`src/rtl/seven_seg_scanner.sv`:
```
// seven_seg_scanner: time-multiplexed driver for a multi-digit 7-segment display.
// Scans one digit per slot and decodes hex nibbles to {a,b,c,d,e,f,g,dp}.
// New data goes into a pending buffer and moves to the displayed buffer only at a
// frame boundary, so a frame never mixes old and new digits.
// Also handles per-digit dp and blanking, leading-zero suppression, and a dead
// time at the start of each slot that prevents ghosting between digits.
module seven_seg_scanner #(
    parameter int DIGITS         = 4,
    parameter int REFRESH_DIV    = 50000,
    parameter int BLANK_CYCLES   = 16,
    parameter int SEG_ACTIVE_LOW = 1,
    parameter int AN_ACTIVE_LOW  = 1
) (
    input  logic                  clk,
    input  logic                  reset,
    input  logic [4*DIGITS-1:0]   value,
    input  logic [DIGITS-1:0]     dp_in,
    input  logic [DIGITS-1:0]     blank_in,
    input  logic                  load,
    input  logic                  lz_suppress,
    input  logic                  enable,
    output logic [7:0]            seg,
    output logic [DIGITS-1:0]     an,
    output logic                  frame_start
);

    localparam int CNT_W = (REFRESH_DIV > 1) ? $clog2(REFRESH_DIV) : 1;
    localparam int IDX_W = (DIGITS > 1) ? $clog2(DIGITS) : 1;

    localparam logic [CNT_W-1:0]  CNT_LAST  = CNT_W'(REFRESH_DIV - 1);
    localparam logic [CNT_W-1:0]  CNT_BLANK = CNT_W'(BLANK_CYCLES);
    localparam logic [IDX_W-1:0]  IDX_LAST  = IDX_W'(DIGITS - 1);
    localparam logic [7:0]        SEG_OFF   = (SEG_ACTIVE_LOW != 0) ? 8'hFF : 8'h00;
    localparam logic [DIGITS-1:0] AN_OFF    = (AN_ACTIVE_LOW != 0) ? {DIGITS{1'b1}}
                                                                   : {DIGITS{1'b0}};

    // Hex nibble to segments a..g, with a in the MSB. A 1 means the segment is lit.
    function automatic logic [6:0] decode_hex(input logic [3:0] nib);
        logic [6:0] segs;
        case (nib)
            4'h0:    segs = 7'b1111110;
            4'h1:    segs = 7'b0110000;
            4'h2:    segs = 7'b1101101;
            4'h3:    segs = 7'b1111001;
            4'h4:    segs = 7'b0110011;
            4'h5:    segs = 7'b1011011;
            4'h6:    segs = 7'b1011111;
            4'h7:    segs = 7'b1110000;
            4'h8:    segs = 7'b1111111;
            4'h9:    segs = 7'b1111011;
            4'hA:    segs = 7'b1110111;
            4'hB:    segs = 7'b0011111;
            4'hC:    segs = 7'b1001110;
            4'hD:    segs = 7'b0111101;
            4'hE:    segs = 7'b1001111;
            default: segs = 7'b1000111;
        endcase
        return segs;
    endfunction

    // Scan state.
    logic [CNT_W-1:0]    cnt_q, cnt_d;
    logic [IDX_W-1:0]    idx_q, idx_d;
    logic                tick;
    logic                frame_tick;

    // Pending buffer, written by load.
    logic                pend_flag_q, pend_flag_d;
    logic [4*DIGITS-1:0] pend_value_q, pend_value_d;
    logic [DIGITS-1:0]   pend_dp_q, pend_dp_d;
    logic [DIGITS-1:0]   pend_blank_q, pend_blank_d;

    // Displayed buffer, updated only at a frame boundary.
    logic [4*DIGITS-1:0] act_value_q, act_value_d;
    logic [DIGITS-1:0]   act_dp_q, act_dp_d;
    logic [DIGITS-1:0]   act_blank_q, act_blank_d;

    // Fields of the digit in the current slot.
    logic [3:0]          cur_nib;
    logic                cur_dp;
    logic                cur_blank;
    logic                cur_lz;
    logic [DIGITS-1:0]   an_onehot;
    logic [DIGITS-1:0]   lz_mask;

    // Output registers.
    logic [7:0]          seg_q, seg_d;
    logic [DIGITS-1:0]   an_q, an_d;
    logic                frame_start_q, frame_start_d;

    // Prescaler and digit index. The index advances at the end of every slot.
    always_comb begin
        tick       = (cnt_q == CNT_LAST);
        frame_tick = tick && (idx_q == IDX_LAST);
        cnt_d      = cnt_q + CNT_W'(1);
        idx_d      = idx_q;
        if (tick) begin
            cnt_d = '0;
            if (idx_q == IDX_LAST) begin
                idx_d = '0;
            end else begin
                idx_d = idx_q + IDX_W'(1);
            end
        end
    end

    // Double buffer. The displayed copy takes the pending copy as it was before this
    // cycle, so a load on the boundary cycle waits for the next frame.
    always_comb begin
        pend_flag_d  = pend_flag_q;
        pend_value_d = pend_value_q;
        pend_dp_d    = pend_dp_q;
        pend_blank_d = pend_blank_q;
        act_value_d  = act_value_q;
        act_dp_d     = act_dp_q;
        act_blank_d  = act_blank_q;
        if (frame_tick && pend_flag_q) begin
            act_value_d = pend_value_q;
            act_dp_d    = pend_dp_q;
            act_blank_d = pend_blank_q;
            pend_flag_d = 1'b0;
        end
        if (load) begin
            pend_value_d = value;
            pend_dp_d    = dp_in;
            pend_blank_d = blank_in;
            pend_flag_d  = 1'b1;
        end
    end

    // A digit counts as a leading zero when it and every digit above it are zero.
    // Digit 0 is never a leading zero.
    always_comb begin : lz_scan
        logic run_zero;
        run_zero = 1'b1;
        lz_mask  = '0;
        for (int i = DIGITS - 1; i >= 1; i--) begin
            run_zero   = run_zero && (act_value_q[4*i +: 4] == 4'h0);
            lz_mask[i] = run_zero;
        end
    end

    // Select the nibble, dp, blank and leading-zero flag of the digit in the current slot.
    always_comb begin
        cur_nib   = 4'h0;
        cur_dp    = 1'b0;
        cur_blank = 1'b1;
        cur_lz    = 1'b0;
        an_onehot = '0;
        for (int i = 0; i < DIGITS; i++) begin
            if (idx_q == IDX_W'(i)) begin
                cur_nib      = act_value_q[4*i +: 4];
                cur_dp       = act_dp_q[i];
                cur_blank    = act_blank_q[i];
                cur_lz       = lz_suppress && lz_mask[i];
                an_onehot[i] = 1'b1;
            end
        end
    end

    // Next output values. A dark slot, the dead time or enable=0 forces all outputs
    // inactive. A suppressed zero that has dp set shows dp only.
    always_comb begin : out_logic
        logic [7:0]        seg_raw;
        logic [DIGITS-1:0] an_raw;
        logic              dark;
        logic              dead;
        seg_raw = 8'h00;
        an_raw  = '0;
        dark    = cur_blank || (cur_lz && !cur_dp);
        dead    = (cnt_q < CNT_BLANK);
        if (enable && !dead && !dark) begin
            an_raw = an_onehot;
            if (cur_lz) begin
                seg_raw = {7'b0000000, cur_dp};
            end else begin
                seg_raw = {decode_hex(cur_nib), cur_dp};
            end
        end
        seg_d         = (SEG_ACTIVE_LOW != 0) ? ~seg_raw : seg_raw;
        an_d          = (AN_ACTIVE_LOW != 0) ? ~an_raw : an_raw;
        frame_start_d = (cnt_q == '0) && (idx_q == '0);
    end

    // All state registers. After reset the display shows every digit blanked.
    always_ff @(posedge clk or posedge reset) begin
        if (reset) begin
            cnt_q         <= '0;
            idx_q         <= '0;
            pend_flag_q   <= 1'b0;
            pend_value_q  <= '0;
            pend_dp_q     <= '0;
            pend_blank_q  <= '0;
            act_value_q   <= '0;
            act_dp_q      <= '0;
            act_blank_q   <= {DIGITS{1'b1}};
            seg_q         <= SEG_OFF;
            an_q          <= AN_OFF;
            frame_start_q <= 1'b0;
        end else begin
            cnt_q         <= cnt_d;
            idx_q         <= idx_d;
            pend_flag_q   <= pend_flag_d;
            pend_value_q  <= pend_value_d;
            pend_dp_q     <= pend_dp_d;
            pend_blank_q  <= pend_blank_d;
            act_value_q   <= act_value_d;
            act_dp_q      <= act_dp_d;
            act_blank_q   <= act_blank_d;
            seg_q         <= seg_d;
            an_q          <= an_d;
            frame_start_q <= frame_start_d;
        end
    end

    assign seg         = seg_q;
    assign an          = an_q;
    assign frame_start = frame_start_q;

endmodule

```
`config.mk`:
```
export PLATFORM = sky130hd
export DESIGN_NAME = seven_seg_scanner
export DESIGN_NICKNAME = d
export VERILOG_FILES = /design/src/rtl/seven_seg_scanner.sv
export SDC_FILE = /design/constraint.sdc
export NUM_CORES = 1
export LEC_CHECK = 0
export ABC_CLOCK_PERIOD_IN_PS = 3100
export CORE_UTILIZATION = 35
export DETAILED_ROUTE_END_ITERATION = 10
export PLACE_DENSITY = 0.51
export SKIP_CTS_REPAIR_TIMING = 1
export SYNTH_ARGS = -nofsm -noshare
export SYNTH_HDL_FRONTEND = slang
export SYNTH_SLANG_ARGS = --single-unit
```
`constraint.sdc`:
```
create_clock -name clk -period 3.1 [get_ports clk]
set_clock_uncertainty 0.1 [all_clocks]
set_input_delay 0.465 -clock clk [delete_from_list [all_inputs] [get_ports clk]]
set_output_delay 0.465 -clock clk [all_outputs]
set_load 0.02 [all_outputs]
```
Word-level counts from Yosys, hierarchy flattened --
Memory sizes are Yosys's and may differ from the RTL's. Index checks and enable logic that the tools add are counted.
Word-level totals: flip-flop bits (word level) 80, ROM bits 112, memories 1
Cells by class: add/sub/neg operators 2, order comparisons 1, equal/unequal tests 4, multiplexer cells 26, bitwise operators 2, reductions and logical operators 21
Memories:
- (no name shown) | depth 16, bits a word 7, read ports 1, clocked after Yosys merged registers in 0, wr ports 0, RTL line 40 | case (nib)
Operators by type and width (number):
- $mux 4 | 5
- $mux 1 | 17
- $add 16x1->16 const B | 1
- $eq 16x16->1 const B | 1
- $logic_not 16->1 | 1
- $lt 16x5->1 const B | 1
- $mux 16 | 1
- $mux 8 | 2
- $logic_not 4->1 | 3
- $logic_and 1x1->1 | 11
- $not 8->8 | 1
- $eq 2x2->1 const B | 2
- $not 4->4 | 1
- $logic_not 1->1 | 3
- $add 2x1->2 const B | 1
- $eq 2x1->1 const B | 1
- $logic_not 2->1 | 1
- $mux 2 | 1
- $reduce_bool 2->1 | 1
- $logic_or 1x1->1 | 1

Depth between registers and ports, before layout --
depth after elaboration 13, gate-level depth with buffers 11

Worst setup path before layout --
Ideal clock, no wire load.
path kind register to register, from register idx_q[1], to register seg_q[6], in the netlist seg[6], setup time 0.082 ns, data arrival time 2.175 ns, data required time 2.918 ns, slack 0.743 ns, cell stages (with the launch flop) 10, path buffers 1, path through dfrtp_1 > inv_1 > ha_1 > clkbuf_1 > nand2_1 > a31oi_1 > inv_1 > ha_1 > mux2_2 > o211ai_1
Between the ends: longest elaborated chain between the ends 12, elaborated cells on any way between the ends 28, classes of those cells eq/ne: 3; mux: 17; bitwise: 1; reduce/logical: 6; memory: 1
RTL lines:
- start: declaration | RTL line 63 | logic [IDX_W-1:0] idx_q, idx_d;
- start signal: assignment | RTL line 202 | idx_q <= idx_d;
- parallel branches: the longest is 10 deep, another holds $mem_v2 16x7
- $mux 8 (*) | RTL line 172 | if (enable && !dead && !dark) begin
- $not 8->8 (*) | RTL line 180 | seg_d = (SEG_ACTIVE_LOW != 0) ? ~seg_raw : seg_raw;
- named net seg_d[6] | RTL line 87 | logic [7:0] seg_q, seg_d;
- end signal: assignment | RTL line 210 | seg_q <= seg_d;
- end: declaration | RTL line 87
Mark *: on every way through the listed nets, which the timed path passes. A chain may end at the register's enable or synchronous reset.

Worst setup path in the final report --
from register idx_q[0], to register seg_q[6], in the netlist seg[6]
The elaborated chain is that of the path after synthesis.

==> results.txt <==
Worst Min Path Start - pend_flag_q$_DFFE_PP0P_
overall power after layout - 2.07 mW
share of total power consumed by net switching - 21.2%
worst hold stages - 1
Critical Setup Path Class - reg -> reg
register-to-register setup slack - 0.46 ns
number of buffers added on ports - 41
synthesized area divided by synthesized cell count - 12.2 sq um
CTS max path bufs - 2
worst r2r path cells - 8
number of library cell types mapped by synthesis - 50
adder and majority gate portion of the synthesized area - 3.99%
number of nets in the synthesized netlist - 349
reg-to-reg critical path startpoint - idx_q[0]$_DFFE_PP0N_
unrepaired setup endpoints after global routing - false
fin crit period - 2.64 ns
overall via count from detail_route - 2,434
cell area reported after detailed placement - 4320 sq um
Worst Max-Slew Pin Slew - 0.596 ns
vertical die dimension - 106 um
post-synthesis xor/xnor area fraction - 3.02%
net switching power figure - 0.437 mW
Compound-Gate Fraction of Synth Area - 7.08%
post-synthesis simple-gate area fraction - 12.8%
final core utilization - 43.8%
vias in the first global route - 2,567
depth of the CTS H-tree - 3
worst hold slack - 0.381 ns
area overhead of the layout relative to synthesis - 20.7%
post-placement cell count - 477
DRC - 0
final number of max-transition violations - 0
later-pin clock latency in the skew report - 0.35 ns
combined area of all synthesized cells - 3760 sq um
highest ir drop seen on vdd - 0.191 mV
worst min-delay path class - reg -> reg
drt first pass iters - 4
Final HPWL DP - 5.16 mm
startpoint of the worst setup timing path - idx_q[0]$_DFFE_PP0N_
area taken by flip-flops and latches - 2020 sq um
non-filler instance count after layout - 493
Worst Setup Slack post-DPL - 0.479 ns
Synth top cells by count - sky130_fd_sc_hd__dfrtp_1, sky130_fd_sc_hd__mux2_2, sky130_fd_sc_hd__nand2_1
number of endpoints with negative hold slack in the final report - 0
overall routing resource usage - 14.4%
clock sink count - 80
mux share of post-synthesis cell area - 16.5%
WL/cell - 14.5 um
die span in x - 106 um
number of antenna-violating nets in the routed design - 0
top cell type by total area after synthesis - sky130_fd_sc_hd__dfrtp_1
Power Density - 454 nW/um^2
number of DRC violations after detailed-routing iteration 0 - 84
Combinational Power Share - 6.1%
Internal - 1.63 mW
grt total ovfl - 0
Setup TNS - 0 ns
share of synthesized registers carrying an async set or reset - 100%
share of the cycle needed by the critical path after routing - 85.1%
portion of the post-synthesis area used by sequential elements - 53.7%
initial core utilization - 36.3%
fraction of final layout cells with drive strength greater than 1 - 25.2%
final count of negative-setup-slack endpoints - 0
Leak - 1.94 nW
reported max-cap violation count - 0
ranking of synthesized cells by area - sky130_fd_sc_hd__dfrtp_1, sky130_fd_sc_hd__dfstp_2, sky130_fd_sc_hd__mux2_2, sky130_fd_sc_hd__mux2_4, sky130_fd_sc_hd__ha_1
flip-flop and latch count after synthesis - 80
maximum number of pins on one net before global-route repair - 54
Worst setup EP type - flip-flop
weighted congestion reported at the end of routability-driven placement - 0.816
number of core rows - 37
count of warnings emitted by yosys - 0
Seq pwr share - 53.3%
number of placed I/O pins - 42
CP arrival - 2.80 ns
final worst-path setup slack - 0.463 ns
antenna violations before repair - 0
n_diodes - 0
worst-case headroom to the max-slew limit - 60.0%
cts bufs inserted - 9
number of instances in the synthesized netlist - 308
Core Area - 10,400 sq um
Data required, critical path - 3.27 ns
status - finished clean
critical path launch point type - flip-flop
Post-synth EDFFs - 0
drt total wl - 7.17 mm
main combinational cell family by area after synthesis - multiplexers
area of the multi-input gates - 1630 sq um
fill count - 1,005
Yosys top cell area share - 42.5%
area of the die - 11,200 sq um
most numerous cell in the Yosys netlist - sky130_fd_sc_hd__dfrtp_1
maximum fanout along the worst path - 12
share of power burned in the clock network - 40.6%
via count normalized by instance count - 4.94
final design instance area without fill - 4540 sq um
Clock Root Buffer - sky130_fd_sc_hd__clkbuf_8
post-CTS clock slew at the launch and capture registers of the worst setup and hold paths - 0.07 ns
first-pass GRT wire length - 12.5 mm
CTS tree - yes
Total Nets Final - 393
Most used DFF post-synth - sky130_fd_sc_hd__dfrtp_1
highest clock rate - 379 MHz
-- logic make-up after synthesis --
| family | count (synthesis) |
|---|---|
| and+or+nand+nor | 90 |
| AOI/OAI and AO/OA | 40 |
| xor gates and xnor gates | 13 |
| buffers and inverters | 23 |
| muxes | 50 |
| DFF | 80 |
| adders and majority gates | 12 |
-- sequential cells by signal, summed over array words and instances (netlist names), 4 cells and up --
register and cells:
cnt_q 16, an 4, pend_blank_q 4, act_blank_q 4, seg 8, act_value_q 16
act_dp_q 4, pend_value_q 16, pend_dp_q 4
-- worst max-delay path, cell delays in order (launching register included) --
cell and delay (ns):
sky130_fd_sc_hd__dfrtp_1 0.38, sky130_fd_sc_hd__ha_1 0.39, sky130_fd_sc_hd__nand2b_1 0.22, sky130_fd_sc_hd__o22ai_1 0.09, sky130_fd_sc_hd__a31oi_1 0.42, sky130_fd_sc_hd__inv_1 0.19, sky130_fd_sc_hd__ha_1 0.35, sky130_fd_sc_hd__mux2_2 0.27
sky130_fd_sc_hd__o211ai_1 0.16
-- area by class of cell --
class / instances / area share, %
tap: 136 / 3.74
inverter: 10 / 0.826
clock inverter: 6 / 1.82
multi-input combinational: 205 / 36.0
sequential: 80 / 44.5
timing repair buffer: 46 / 10.1
clock buffer: 10 / 3.03
-- worst paths after layout --
path | endpoint
setup / recovery | seg[6]$_DFF_PP1_
hold / removal | pend_flag_q$_DFFE_PP0P_
setup reg to reg | seg[6]$_DFF_PP1_
hold reg to reg | pend_flag_q$_DFFE_PP0P_
max in group asynchronous | an[1]$_DFF_PP1_
min in group asynchronous | pend_value_q[9]$_DFFE_PP0P_
-- routing by layer --
| metal | track usage (%) | share of wire [%] | vias up |
|---|---|---|---|
| met5 | 0 | 0 | - |
| met4 | 6.05 | 1.2 | 0 |
| met3 | 3.59 | 2.7 | 6 |
| met2 | 23.6 | 50 | 36 |
| met1 | 18.2 | 47 | 1216 |
| li1 | - | - | 1176 |
-- power by group through the flow --
stage          sequential (mW)  combinational (mW)  clock [mW]
2_1_floorplan             1.12              0.0605           0
3_3_place_gp              1.12               0.127           0
3_5_place_dp              1.12               0.128           0
4_1_cts                   1.10               0.129       0.869
5_1_grt                   1.11               0.138       0.911
6_report                  1.10               0.125       0.839
-- placed cells by master (no fill, tap or decap), types with 2 or more instances in the layout --
cell type,n
sky130_fd_sc_hd__nand4_1,5
sky130_fd_sc_hd__o21ai_0,10
sky130_fd_sc_hd__a211o_1,2
sky130_fd_sc_hd__nor3_1,7
sky130_fd_sc_hd__clkdlybuf4s50_1,41
sky130_fd_sc_hd__nand3_1,12
sky130_fd_sc_hd__nand2_1,28
sky130_fd_sc_hd__a21o_1,4
sky130_fd_sc_hd__dfrtp_1,64
sky130_fd_sc_hd__ha_1,12
sky130_fd_sc_hd__xor2_1,7
sky130_fd_sc_hd__nor4_1,3
sky130_fd_sc_hd__clkbuf_8,10
sky130_fd_sc_hd__mux2_4,16
sky130_fd_sc_hd__nor2b_1,3
sky130_fd_sc_hd__inv_1,9
sky130_fd_sc_hd__o221ai_1,2
sky130_fd_sc_hd__a21oi_1,8
sky130_fd_sc_hd__nand3b_1,3
sky130_fd_sc_hd__bufinv_16,2
sky130_fd_sc_hd__o211ai_1,3
sky130_fd_sc_hd__and3_1,2
sky130_fd_sc_hd__dfstp_2,16
sky130_fd_sc_hd__mux2_2,32
sky130_fd_sc_hd__mux2i_1,2
sky130_fd_sc_hd__nor2_1,11
sky130_fd_sc_hd__xnor2_1,6
sky130_fd_sc_hd__buf_4,4
sky130_fd_sc_hd__nor4_4,2
sky130_fd_sc_hd__nor3b_1,2
sky130_fd_sc_hd__and2_1,3
sky130_fd_sc_hd__nand2b_1,3
sky130_fd_sc_hd__clkinv_2,3
Note: power is estimated with default switching activity, not from simulation.
